### src/rtl/alu_fifo_dispatcher.sv
// Single-issue ALU command dispatcher: pops {data_1, data_0, id, op} from FIFO_IN,
// executes the 2-bit op and pushes {id, result} to FIFO_OUT under backpressure.
module alu_fifo_dispatcher #(
  parameter int unsigned OPERATION_SIZE = 2,
  parameter int unsigned ID_SIZE        = 8,
  parameter int unsigned DATA_SIZE      = 16,
  parameter int unsigned RESULT_SIZE    = DATA_SIZE + 1,
  parameter int unsigned FIFO_IN_WIDTH  = 2*DATA_SIZE + ID_SIZE + OPERATION_SIZE,
  parameter int unsigned FIFO_OUT_WIDTH = ID_SIZE + RESULT_SIZE,
  parameter int unsigned COUNT_SIZE     = 16
) (
  input  logic                      clk,
  input  logic                      rst_n,
  input  logic [FIFO_IN_WIDTH-1:0]  fifo_in_data,
  input  logic                      fifo_in_empty,
  output logic                      fifo_in_r_en,
  input  logic                      fifo_out_full,
  output logic                      fifo_out_w_en,
  output logic [FIFO_OUT_WIDTH-1:0] fifo_out_data,
  output logic                      busy,
  output logic [COUNT_SIZE-1:0]     op_count
);

  localparam int unsigned ID_LSB = OPERATION_SIZE;
  localparam int unsigned A_LSB  = OPERATION_SIZE + ID_SIZE;
  localparam int unsigned B_LSB  = OPERATION_SIZE + ID_SIZE + DATA_SIZE;

  typedef enum logic [2:0] {
    S_IDLE = 3'd0,
    S_POP  = 3'd1,
    S_CAPT = 3'd2,
    S_EXEC = 3'd3,
    S_PUSH = 3'd4
  } state_t;

  typedef enum logic [1:0] {
    OP_ADD = 2'b00,
    OP_SUB = 2'b01,
    OP_AND = 2'b10,
    OP_XOR = 2'b11
  } alu_op_t;

  state_t                    state_q, state_d;
  logic [OPERATION_SIZE-1:0] op_q, op_d;
  logic [ID_SIZE-1:0]        id_q, id_d;
  logic [DATA_SIZE-1:0]      a_q, a_d;
  logic [DATA_SIZE-1:0]      b_q, b_d;
  logic [FIFO_OUT_WIDTH-1:0] out_q, out_d;
  logic [COUNT_SIZE-1:0]     op_count_q, op_count_d;

  logic [RESULT_SIZE-1:0]    a_ext, b_ext, result;

  // Operands are zero-extended so bit DATA_SIZE carries the carry/borrow.
  always_comb begin
    a_ext  = RESULT_SIZE'(a_q);
    b_ext  = RESULT_SIZE'(b_q);
    result = '0;
    case (alu_op_t'(op_q))
      OP_ADD:  result = a_ext + b_ext;
      OP_SUB:  result = a_ext - b_ext;
      OP_AND:  result = a_ext & b_ext;
      OP_XOR:  result = a_ext ^ b_ext;
      default: result = '0;
    endcase
  end

  always_comb begin
    state_d       = state_q;
    op_d          = op_q;
    id_d          = id_q;
    a_d           = a_q;
    b_d           = b_q;
    out_d         = out_q;
    op_count_d    = op_count_q;
    fifo_in_r_en  = 1'b0;
    fifo_out_w_en = 1'b0;

    case (state_q)
      S_IDLE: begin
        if (!fifo_in_empty) begin
          state_d = S_POP;
        end
      end
      S_POP: begin
        fifo_in_r_en = 1'b1;
        state_d      = S_CAPT;
      end
      S_CAPT: begin
        op_d    = fifo_in_data[OPERATION_SIZE-1:0];
        id_d    = fifo_in_data[ID_LSB +: ID_SIZE];
        a_d     = fifo_in_data[A_LSB +: DATA_SIZE];
        b_d     = fifo_in_data[B_LSB +: DATA_SIZE];
        state_d = S_EXEC;
      end
      S_EXEC: begin
        out_d   = {id_q, result};
        state_d = S_PUSH;
      end
      S_PUSH: begin
        // Output word stays registered and untouched while FIFO_OUT is full.
        if (!fifo_out_full) begin
          fifo_out_w_en = 1'b1;
          op_count_d    = op_count_q + COUNT_SIZE'(1);
          state_d       = S_IDLE;
        end
      end
      default: begin
        state_d = S_IDLE;
      end
    endcase
  end

  always_ff @(posedge clk or negedge rst_n) begin
    if (!rst_n) begin
      state_q    <= S_IDLE;
      op_q       <= '0;
      id_q       <= '0;
      a_q        <= '0;
      b_q        <= '0;
      out_q      <= '0;
      op_count_q <= '0;
    end else begin
      state_q    <= state_d;
      op_q       <= op_d;
      id_q       <= id_d;
      a_q        <= a_d;
      b_q        <= b_d;
      out_q      <= out_d;
      op_count_q <= op_count_d;
    end
  end

  assign busy          = (state_q != S_IDLE);
  assign fifo_out_data = out_q;
  assign op_count      = op_count_q;

endmodule

### config.mk
export PLATFORM = sky130hd
export DESIGN_NAME = alu_fifo_dispatcher
export DESIGN_NICKNAME = d
export VERILOG_FILES = /design/src/rtl/alu_fifo_dispatcher.sv
export SDC_FILE = /design/constraint.sdc
export NUM_CORES = 1
export LEC_CHECK = 0
export CORE_MARGIN = 2
export CORE_UTILIZATION = 54
export CTS_BUF_LIST = sky130_fd_sc_hd__clkbuf_2
export DETAILED_ROUTE_END_ITERATION = 8
export HOLD_SLACK_MARGIN = 0.06
export PLACE_DENSITY = 0.82
export SLEW_MARGIN = 0
export SYNTH_ARGS = -nofsm -noshare
export SYNTH_HDL_FRONTEND = slang
export SYNTH_SLANG_ARGS = --single-unit
### constraint.sdc
create_clock -name clk -period 3.45 [get_ports clk]
set_input_delay 0.69 -clock clk [delete_from_list [all_inputs] [get_ports clk]]
set_output_delay 0.69 -clock clk [all_outputs]
set_load 0.02 [all_outputs]
# Word level (Yosys, flattened, before mapping)
# Index checks and enable logic that the tools add are counted.
# classes
bitwise_logic,3
addsub,3
eq_ne,9
mux,7
magnitude_cmp,0
mul,0
reduce_logical,5
div,0
shift,0
# op_table
op,n
$pmux 17 s4,1
$add 16x16->17,1
$sub 16x16->17,1
$add 16x1->16 const B,1
$and 16x16->16,1
$xor 16x16->16,1
$pmux 3 s5,1
$eq 3x2->1 const B,2
$mux 3,2
$eq 2x2->1 const B,2
$ne 2x2->1 const B,2
$reduce_and 2->1,2
$eq 3x1->1 const B,1
$eq 3x3->1 const B,1
$logic_not 3->1,1
$mux 1,3
$reduce_bool 3->1,1
$eq 2x1->1 const B,1
$logic_not 2->1,1
$not 1->1,1
# word_totals
ramBits,0
romBits,0
latch_bits,0
ff_bits,86
out_inout_bits,44
word_cells,34
input_bits,46
n_memories,0

# Longest topological paths before layout
# Gate-level depths: netlist of the first run.
# logic_depth
ltp_word,3
ltp_mapped,14
ltp_nobuf,14

# Least setup slack after synthesis of the first run
# OpenSTA, ideal clock, no wires.
# synth_path
kind,flip-flop to flip-flop
start,reg b_q[2]
end,reg out_q[13] (netlist: fifo_out_data[13])
path_buffers,0
path_slack_ns,0.388
arrival_time_ns,2.984
path_stages_with_launch,15
period_less_slack_ns,3.062
path_cell_list,dfrtp_1 -> nor3_1 -> nand2b_1 -> nor4_1 -> nand2_1 -> o21ai_1 -> xor2_1 -> ha_1 -> nand2_1 -> nor2_1 -> a211oi_1 -> nor2_1 -> a211oi_1 -> mux2_1 -> a21oi_1
# synth_between
elab_chain_cells,2
# synth_rtl
element,line,rtl
"start, declared",47,"logic [DATA_SIZE-1:0] b_q, b_d;"
"start signal, assigned",119,b_q <= '0;
"start signal, assigned",127,b_q <= b_d;
$sub 16x16->17 / $add 16x16->17 (equally long branches),"60, 59",
$pmux 17 s4 *,58,case (alu_op_t'(op_q))
"end signal, assigned",128,out_q <= out_d;
"end, declared",48,"logic [FIFO_OUT_WIDTH-1:0] out_q, out_d;"
# Mark *: on every way between the ends. The rest lies on a longest branch, timed or not.
# A chain may end at the register's enable or synchronous reset.

# Worst setup path in the final report of the first run
# layout_path
start,reg b_q[1]
end,reg out_q[16] (netlist: fifo_out_data[16])
# Same word-level chain as after synthesis.

==> results of run 1 <==
-- power by group --
part	leakage, nW	internal [mW]	total (mW)	switching (mW)
sequential	1.06	1.44	1.86	0.421
clock	0.0610	0.168	0.549	0.381
combinational	1.48	2.23	4.66	2.43
total	2.59	3.83	7.06	3.23
-- layout make-up --
| type | instances | area [um^2] | area share, % |
|---|---|---|---|
| clock buffers | 9 | 45.0 | 0.747 |
| well taps | 108 | 135 | 2.24 |
| flip-flops and latches | 86 | 2150 | 35.7 |
| clock inverters | 6 | 70.1 | 1.16 |
| inverters | 10 | 37.5 | 0.622 |
| multi-input cells | 333 | 2630 | 43.6 |
| repair buffers | 99 | 963 | 16.0 |
-- through the flow --
| stage | setup slack, ns | instance area, um^2 |
|---|---|---|
| after floorplan | 0.388 | 4840 |
| after global placement | 0.266 | 5880 |
| after detailed placement | 0.120 | 5880 |
| after CTS | 0.0272 | 5990 |
| after global routing | -0.0447 | 6030 |
| final | 0.190 | 6030 |
-- repair_timing --
| item | 4_1_cts | 5_1_grt |
|---|---|---|
| setup buffers | 0 | 2 |
| hold buffers | 0 | 0 |
| endpoints found under the setup margin | 0 | 5 |
| endpoints found under the hold margin | 0 | 0 |
| resized for setup | 0 | 5 |
-- layer usage --
layer	GRT usage (%)	vias to the layer above	share of wire, %
li1	-	1770	-
met1	30.4	1771	45
met2	36.2	121	47
met3	4.68	16	6.3
met4	7.48	0	1.3
met5	0	-	0
-- layout by cell type, fill, tap and decap left out, types with 2 or more instances in the layout --
| cell | Yosys | layout |
|---|---|---|
| o21ai_1 | 10 | 10 |
| mux2i_1 | 13 | 13 |
| clkinvlp_4 | 0 | 3 |
| nand2_1 | 37 | 37 |
| nand3_1 | 11 | 11 |
| xnor2_1 | 25 | 25 |
| or3_1 | 2 | 2 |
| o21ai_0 | 18 | 18 |
| clkbuf_2 | 0 | 9 |
| nand2b_1 | 6 | 6 |
| mux2_1 | 10 | 10 |
| dfrtp_1 | 86 | 85 |
| inv_6 | 0 | 2 |
| nand4_1 | 4 | 4 |
| xor2_1 | 14 | 14 |
| buf_4 | 0 | 11 |
| inv_1 | 9 | 9 |
| a211oi_1 | 5 | 4 |
| nor3b_1 | 4 | 4 |
| a21oi_1 | 25 | 25 |
| and3_1 | 4 | 4 |
| mux2_2 | 47 | 47 |
| o31ai_1 | 3 | 3 |
| clkdlybuf4s50_1 | 0 | 88 |
| nor2_1 | 22 | 22 |
| nor3_1 | 6 | 5 |
| nor2b_1 | 5 | 5 |
| a21o_1 | 2 | 2 |
| o21a_1 | 2 | 2 |
| ha_1 | 34 | 34 |
-- critical path: stages (launching register included) --
cell,delay [ns]
dfrtp_1,0.55
inv_1,0.09
ha_1,0.27
a21oi_1,0.22
xnor2_1,0.17
ha_1,0.32
a21o_1,0.24
a221oi_2,0.46
a2bb2oi_2,0.21
a21oi_2,0.10
a311oi_2,0.28
xnor2_1,0.11
a22o_1,0.20
-- registers in the layout, indices dropped and copies added, names as in the netlist --
signal,count
id_q,8
state_q,3
fifo_out_data,25
b_q,16
op_q,2
a_q,16
op_count,16
-- logic make-up (layout without fill, tap and decap cells) --
logic type | Yosys count | count (layout) | synth area share [%]
simple gates | 110 | 110 | 11.1
flops | 86 | 86 | 44.4
fa+ha+maj | 35 | 35 | 9.19
xor+xnor | 39 | 39 | 7.05
compound gates | 79 | 79 | 10.4
mux | 70 | 70 | 15.9
buf+inv | 25 | 124 | 1.96
-- worst paths after layout --
kind	slack [ns]	endpoint	start
setup / recovery	0.19	fifo_out_data[16]$_DFFE_PN0P_	b_q[1]$_DFFE_PN0N_
hold / removal	0.28	b_q[13]$_DFFE_PN0N_	rst_n
setup reg to reg	0.19	fifo_out_data[16]$_DFFE_PN0P_	b_q[1]$_DFFE_PN0N_
hold reg to reg	0.49	op_count[15]$_DFFE_PN0P_	op_count[15]$_DFFE_PN0P_
max in group asynchronous	2.46	b_q[2]$_DFFE_PN0N_	rst_n
min in group clk	0.49	op_count[15]$_DFFE_PN0P_	op_count[15]$_DFFE_PN0P_
==> run_results.csv, run 1 <==
group,metric,value,unit
timing,hold_viol,0,
clock_tree,cts_tree,"done",
synth,syn_inst,444,
power_and_ir_drop,power.total,7.06,mW
floorplanning,fp-row-count,34,
routing,wire_per_inst,16.4,um
layout,syn_to_final_growth,24.5,%
routing,drt_iter0_markers,177,
power_and_ir_drop,vdd_ir_drop_max,610,uV
synth,synth_area,4840,um^2
clock_tree,cts_buffers,9,
floorplanning,initial_utilization,55.6,%
layout,antenna_cells,0,
run_status,outcome,"complete, no violations",
worst_setup_path,reg2regPathDepth,12,
routing,ant_nets,0,
layout,layout.cells.non_filler,651,
grt,grt_pass1_wl,17700,um
place,dp_cells,634,
worst_setup_path,cp_max_fo,6,
routing,drc,0,
grt,antenna_found_initial,0,
worst_setup_path,crit_type,"reg2reg",
place,dpl.hpwl,7800,um
place,port_buffers,89,
timing,min_period,3.26,ns
grt,grt_max_degree,87,
synth,synth-seq-cells,86,
floorplanning,core_area,8720,um^2
synth,ys.flop_type,"dfrtp_1",
clock_tree,clk_latency,0.56,ns
routing,wl,10700,um
timing,whs,0.277,ns
timing,relSlewSlack,29.5,%
synth,ys_types,51,
synth,yosysTopAreaCellShare,44.4,%
run,cap_viol_max_count,0,
place,place_congestion,0.874,
clock_tree,cts.path.max_buffers,2,
synth,synth_top_area_cell,"dfrtp_1",
routing,vias_per_cell,5.65,
layout,drive_gt1_share,16.2,%
routing,drtPass1Iterations,5,
timing,tightest_slew,1.06,ns
routing,vias,3678,
synth,ys_warn_count,0,
timing,min_period_over_period,94.5,%
power_and_ir_drop,p_leak,2.59,nW
timing,finalSetupTns,0,ns
layout,nets,620,
synth,avgSynthCellArea,10.9,um^2
timing,fmax,307,MHz
clock_tree,clock-sinks,86,
synth,synth_edf_count,0,
synth,synth_common_cells,"86 x dfrtp_1, 47 x mux2_2, 37 x nand2_1",
power_and_ir_drop,power.density,1170,nW/um^2
worst_setup_path,startpoint_type,"flip-flop",
layout,num-fill-cells,662,
synth,synth.area.top_cells,"dfrtp_1 44%, mux2_2 11%, ha_1 8.8%, xnor2_1 4.5%, nand2_1 2.9%",
synth,yosysMostFrequentCell,"dfrtp_1",
grt,grtUsageTotal,22.4,%
worst_setup_path,arrival,3.76,ns
layout,post-route-util,69.2,%
grt,grt_overflow,0,
timing,slew_violations,0,
floorplanning,dieWidth,98.7,um
worst_setup_path,cp-end-kind,"flip-flop",
clock_tree,clock_tree.root_cell,"clkbuf_2",
synth,synthesis.nets,525,
floorplanning,die_y,98.7,um
synth,synth-async-reset-ratio,100,%
clock_tree,path_clk_slew,0.28,ns
clock_tree,htreeDepth,3,
grt,grt_pass1_vias,3738,
timing,skew,0.0428,ns
timing,setup_viol,0,
floorplanning,fp.dieArea,9750,um^2
min_path,hold_path_class,"in2async",
synth,ys_seq_area_share,44.4,%
worst_setup_path,required,3.95,ns
floorplanning,ios,90,
Power figures use the tool's default switching activity.
==> inputs of run 2 (changes only) <==
- GPL_TIMING_DRIVEN: unset -> 0
==> run_results.csv, run 2 (synthesized netlist as in run 1, its figures left out) <==
group,metric,value,unit
clock_tree,clk_latency,0.58,ns
place,dp_cells,642,
min_path,hold_path_class,"reg2reg",
grt,grt_max_degree,56,
worst_setup_path,cp_max_fo,9,
worst_setup_path,cp_cell_sequence,"nand2b_1 > clkbuf_1 > o31ai_1 > xor2_1 > ha_1 > and3_1 > a221oi_2 > a2bb2oi_2 > a21oi_2 > a311oi_2 > xnor2_1 > a22o_1",
place,place_congestion,0.878,
floorplanning,ios,90,
timing,finalSetupTns,0,ns
floorplanning,fp-row-count,34,
floorplanning,dieWidth,98.7,um
place,placed_area,5900,um^2
timing,slew_violations,0,
worst_setup_path,crit_family,"compound AO/OA/AOI/OAI gates",
grt,grt_pass1_wl,17400,um
grt,globalRouteMet3Util,5.67,%
grt,grtUsageTotal,22.4,%
layout,drive_gt1_share,15.2,%
grt,grt_use_met1,31.4,%
worst_setup_path,crit_slowest_cell,"dfrtp_1",
clock_tree,cts_buffers,9,
clock_tree,htreeDepth,3,
timing,skew,0.0413,ns
routing,drc,0,
worst_setup_path,arrival,3.79,ns
timing,fmax,306,MHz
worst_setup_path,crit_buf_inv,1,
run_status,outcome,"complete, no violations",
clock_tree,clock-sinks,86,
clock_tree,cts_tree,"done",
timing,hold_viol,0,
worst_setup_path,startpoint_type,"flip-flop",
clock_tree,path_clk_slew,0.28,ns
timing,min_period,3.26,ns
layout,antenna_cells,0,
routing,ant_nets,0,
layout,layout.cells.non_filler,660,
layout,layout_commonest_cell,"clkdlybuf4s50_1",
place,port_buffers,89,
routing,vias_per_cell,5.55,
floorplanning,core_area,8720,um^2
place,dpl.hpwl,8100,um
worst_setup_path,crit_type,"reg2reg",
layout,largest_reg_flops,25,
routing,wire_per_inst,16.1,um
worst_setup_path,worst-path-stages,12,
timing,relSlewSlack,53.7,%
power_and_ir_drop,p_leak,2.59,nW
worst_setup_path,cp-end-kind,"flip-flop",
worst_setup_path,cpPeakStageDelay,0.53,ns
routing,wl,10600,um
grt,antenna_found_initial,0,
grt,grt_pass1_vias,3544,
timing,rsz0062_at_grt,"true",
layout,final_cell_mix,"88 x clkdlybuf4s50_1, 84 x dfrtp_1, 47 x mux2_2, 36 x nand2_1, 34 x ha_1",
layout,syn_to_final_growth,24.8,%
routing,drtPass1Iterations,4,
layout,design_area,6040,um^2
min_path,min_path_cells,1,
grt,grt_overflow,0,
power_and_ir_drop,vdd_ir_drop_max,486,uV
timing,tightest_slew,0.690,ns
worst_setup_path,required,3.97,ns
routing,vias,3665,
timing,min_period_over_period,94.6,%
clock_tree,clock_tree.root_cell,"clkbuf_2",
routing,drt_iter0_markers,156,
timing,setup_viol,0,
power_and_ir_drop,power.density,1150,nW/um^2
layout,num-fill-cells,683,
grt,grt_busiest_layer,"met2",
floorplanning,fp.dieArea,9750,um^2
layout,nets,628,
grt,met2_usage,35.0,%
run,cap_viol_max_count,0,
floorplanning,die_y,98.7,um
floorplanning,initial_utilization,55.6,%
clock_tree,cts.path.max_buffers,2,
worst_setup_path,reg2regPathDepth,12,
==> run 2: changes by cell type in the layout (fill, tap and decap cells not counted), sizes merged <==
cell         change
buf              -6
bufinv           -1
clkbuf          +14
clkinv           +1
clkinvlp         -1
dlygate4sd3      +1
inv              +1
==> run 2: final cells by class <==
| type | count | area, um^2 | area share (%) |
|---|---|---|---|
| inverter | 10 | 37.5 | 0.621 |
| clock buffer | 10 | 50.0 | 0.828 |
| clock inverter | 6 | 52.6 | 0.869 |
| timing repair buffer | 93 | 941 | 15.6 |
| buffer | 14 | 53.8 | 0.890 |
| tap | 108 | 135 | 2.24 |
| sequential | 86 | 2150 | 35.6 |
| multi-input combinational | 333 | 2620 | 43.3 |
==> run 2: metrics by stage <==
step	utilization (%)	power [mW]	hold WS, ns	setup WS [ns]
after floorplan	-	5.17	0.394	0.388
after global placement	67.3	6.23	0.461	-1.24
after detailed placement	67.6	6.36	0.468	-0.0290
after CTS	69.0	6.89	0.498	0.00752
after global routing	69.3	7.53	0.542	-0.0442
final	69.3	6.94	0.496	0.187
==> run 2: worst register-to-register path, cell delays in order (launching register included) <==
cell and delay, ns:
dfrtp_1 0.53, nand2b_1 0.14, clkbuf_1 0.37, o31ai_1 0.16, xor2_1 0.18, ha_1 0.35, and3_1 0.18, a221oi_2 0.43
a2bb2oi_2 0.22, a21oi_2 0.10, a311oi_2 0.26, xnor2_1 0.11, a22o_1 0.20
==> run 2: final timing paths <==
check	from	endpoint	slack, ns
setup reg to reg	op_q[1]$_DFFE_PN0N_	fifo_out_data[16]$_DFFE_PN0P_	0.19
max in group asynchronous	rst_n	b_q[2]$_DFFE_PN0N_	2.27
hold / removal	op_count[15]$_DFFE_PN0P_	op_count[15]$_DFFE_PN0P_	0.50
hold reg to reg	op_count[15]$_DFFE_PN0P_	op_count[15]$_DFFE_PN0P_	0.50
min in group asynchronous	rst_n	b_q[14]$_DFFE_PN0N_	0.53
setup / recovery	op_q[1]$_DFFE_PN0N_	fifo_out_data[16]$_DFFE_PN0P_	0.19
==> run 2: per-layer routing <==
layer | wire, um | share of wire [%]
met5 | 0 | 0
met4 | 128 | 1.2
met3 | 702 | 6.6
met2 | 4960 | 47
met1 | 4850 | 46
==> run 2: power breakdown <==
group	internal [mW]	total, mW	leakage, nW	switching [mW]
Combinational	2.19	4.57	1.47	2.38
Sequential	1.44	1.87	1.06	0.433
Clock	0.109	0.500	0.0611	0.391
==> run 2: what timing repair did <==
item / in CTS / in global routing
resized for setup: 1 / 5
endpoints found under the hold margin: 31 / 0
buffers inserted: 0 / 2
endpoints found under the setup margin: 1 / 9
hold buffers: 1 / 0
==> edit: new RTL, settings of run 1 <==
Take the reset off `id_q`, `a_q` and `b_q` and load them in a clocked block of their own.
--- a/src/rtl/alu_fifo_dispatcher.sv
+++ b/src/rtl/alu_fifo_dispatcher.sv
@@ -116,5 +116,2 @@
       op_q       <= '0;
-      id_q       <= '0;
-      a_q        <= '0;
-      b_q        <= '0;
       out_q      <= '0;
@@ -124,5 +121,2 @@
       op_q       <= op_d;
-      id_q       <= id_d;
-      a_q        <= a_d;
-      b_q        <= b_d;
       out_q      <= out_d;
@@ -130,2 +124,8 @@
     end
+  end
+
+  always_ff @(posedge clk) begin
+    id_q <= id_d;
+    a_q  <= a_d;
+    b_q  <= b_d;
   end
Formal check against the unedited RTL: same outputs for any inputs over 10 cycles, from zero or initial values and one cycle with rst_n low; that may be too few to reach the edited logic, so the function may still have changed.
==> edit against run 1 <==
Sequential power decreased by 8%; area after synthesis decreased by 6.4%; wire length fell by 14%; critical endpoint is now fifo_out_data[15]; global-route usage decreased by 0.97 points; synthesized cell count fell by 9.7%; power fell by 21%; critical path depth grew 3; setup slack improved by 0.024 ns; design area shrank 3.9%; sequential cell count did not move.
==> edit: results <==
[synth]
synth.avg_cell_area_um2 = 11.3
synth_edf_count = 40
synthXorXnorAreaFrac = 0.0850
synth-adder-area-share = 0.0982
yosys-top-cells-area = "edfxtp_1, dfrtp_1, ha_1"
synthMuxAreaShare = 0.0403
synthesis.nets = 482
synth_cell_types = 50

[sta]
worst_clock_skew_ns = 0.0509
worstMarginPinSlew_ns = 0.996

[outcome]
status = "finished, final reports clean"

[worst_setup_path]
arrival_ns = 3.72
max_stage_delay_ns = 0.46
cp_slowest_cell = "edfxtp_1"

[routing]
vias = 3369
wl_per_cell_um = 14.8
drtIter0Drc = 153

[finish]
nNetsFinal = 592
layoutNonFillerInstCount = 621
nFillCells = 596

[clocking]
path_clk_slew_ns = 0.26

[power_and_ir_drop]
p_seq_frac = 0.308
internal_power_mw = 3.17
p_leak_nw = 2.45
pwr-share-comb = 0.595
ir_drop_mv = 0.400

[global_routing]
grt_pass1_wl_um = 15100
grt_pass1_vias = 3213

[place]
place_ws_ns = 0.0811
-- edit: cell count changes after synthesis, moves of 5 or more --
cell	delta
edfxtp_1	+40
dfrtp_1	-40
clkbuf_1	-7
o21ai_0	+11
mux2_2	-45
nand2_1	+18
o21ai_1	-8
a21o_1	+5
mux2_1	-10
nor2_1	-5
-- edit: metrics by stage --
step,hold WS [ns],cell area [um2]
finish,0.248,5800
global route,0.271,5800
CTS,0.283,5770
detailed placement,0.432,5660
global placement,0.417,5660
floorplan,0.394,4540
-- edit: cell type report --
type | count | area share
Clock buffer | 10 | 0.00863
Clock inverter | 6 | 0.0119
Inverter | 9 | 0.00583
Multi-Input combinational cell | 295 | 0.365
Sequential cell | 86 | 0.406
Tap cell | 105 | 0.0227
Timing Repair Buffer | 110 | 0.180
-- edit: per-layer routing --
layer | vias up | part of all wire | global-route usage
met3 | 9 | 0.056 | 0.0490
met5 | - | 0 | 0
met4 | 0 | 0.011 | 0.0667
met1 | 1592 | 0.46 | 0.283
li1 | 1672 | - | -
met2 | 96 | 0.48 | 0.351
-- edit: worst paths after layout --
check,start,to,slack [ns],cells after the start
min in group clk,id_q[3],fifo_out_data[20],0.48,2
hold / removal,rst_n,op_count[8],0.25,1
setup reg to reg,b_q[3],fifo_out_data[15],0.21,15
max in group asynchronous,rst_n,op_count[7],2.57,1
hold reg to reg,id_q[3],fifo_out_data[20],0.48,2
setup / recovery,b_q[3],fifo_out_data[15],0.21,15
-- edit: critical path, delay by kind of cell, from the launching register on --
family	cells	cell delay (ns)
compound gates	6	1.14
xor+xnor	2	0.34
fa+ha+maj	1	0.32
buf+inv	2	0.34
flops	1	0.46
simple gates	4	0.59
-- edit: what timing repair did --
item	4_1_cts	5_1_grt
buffers inserted	0	1
hold buffers	0	0
endpoints found under the setup margin	0	4
gates resized for setup	0	5
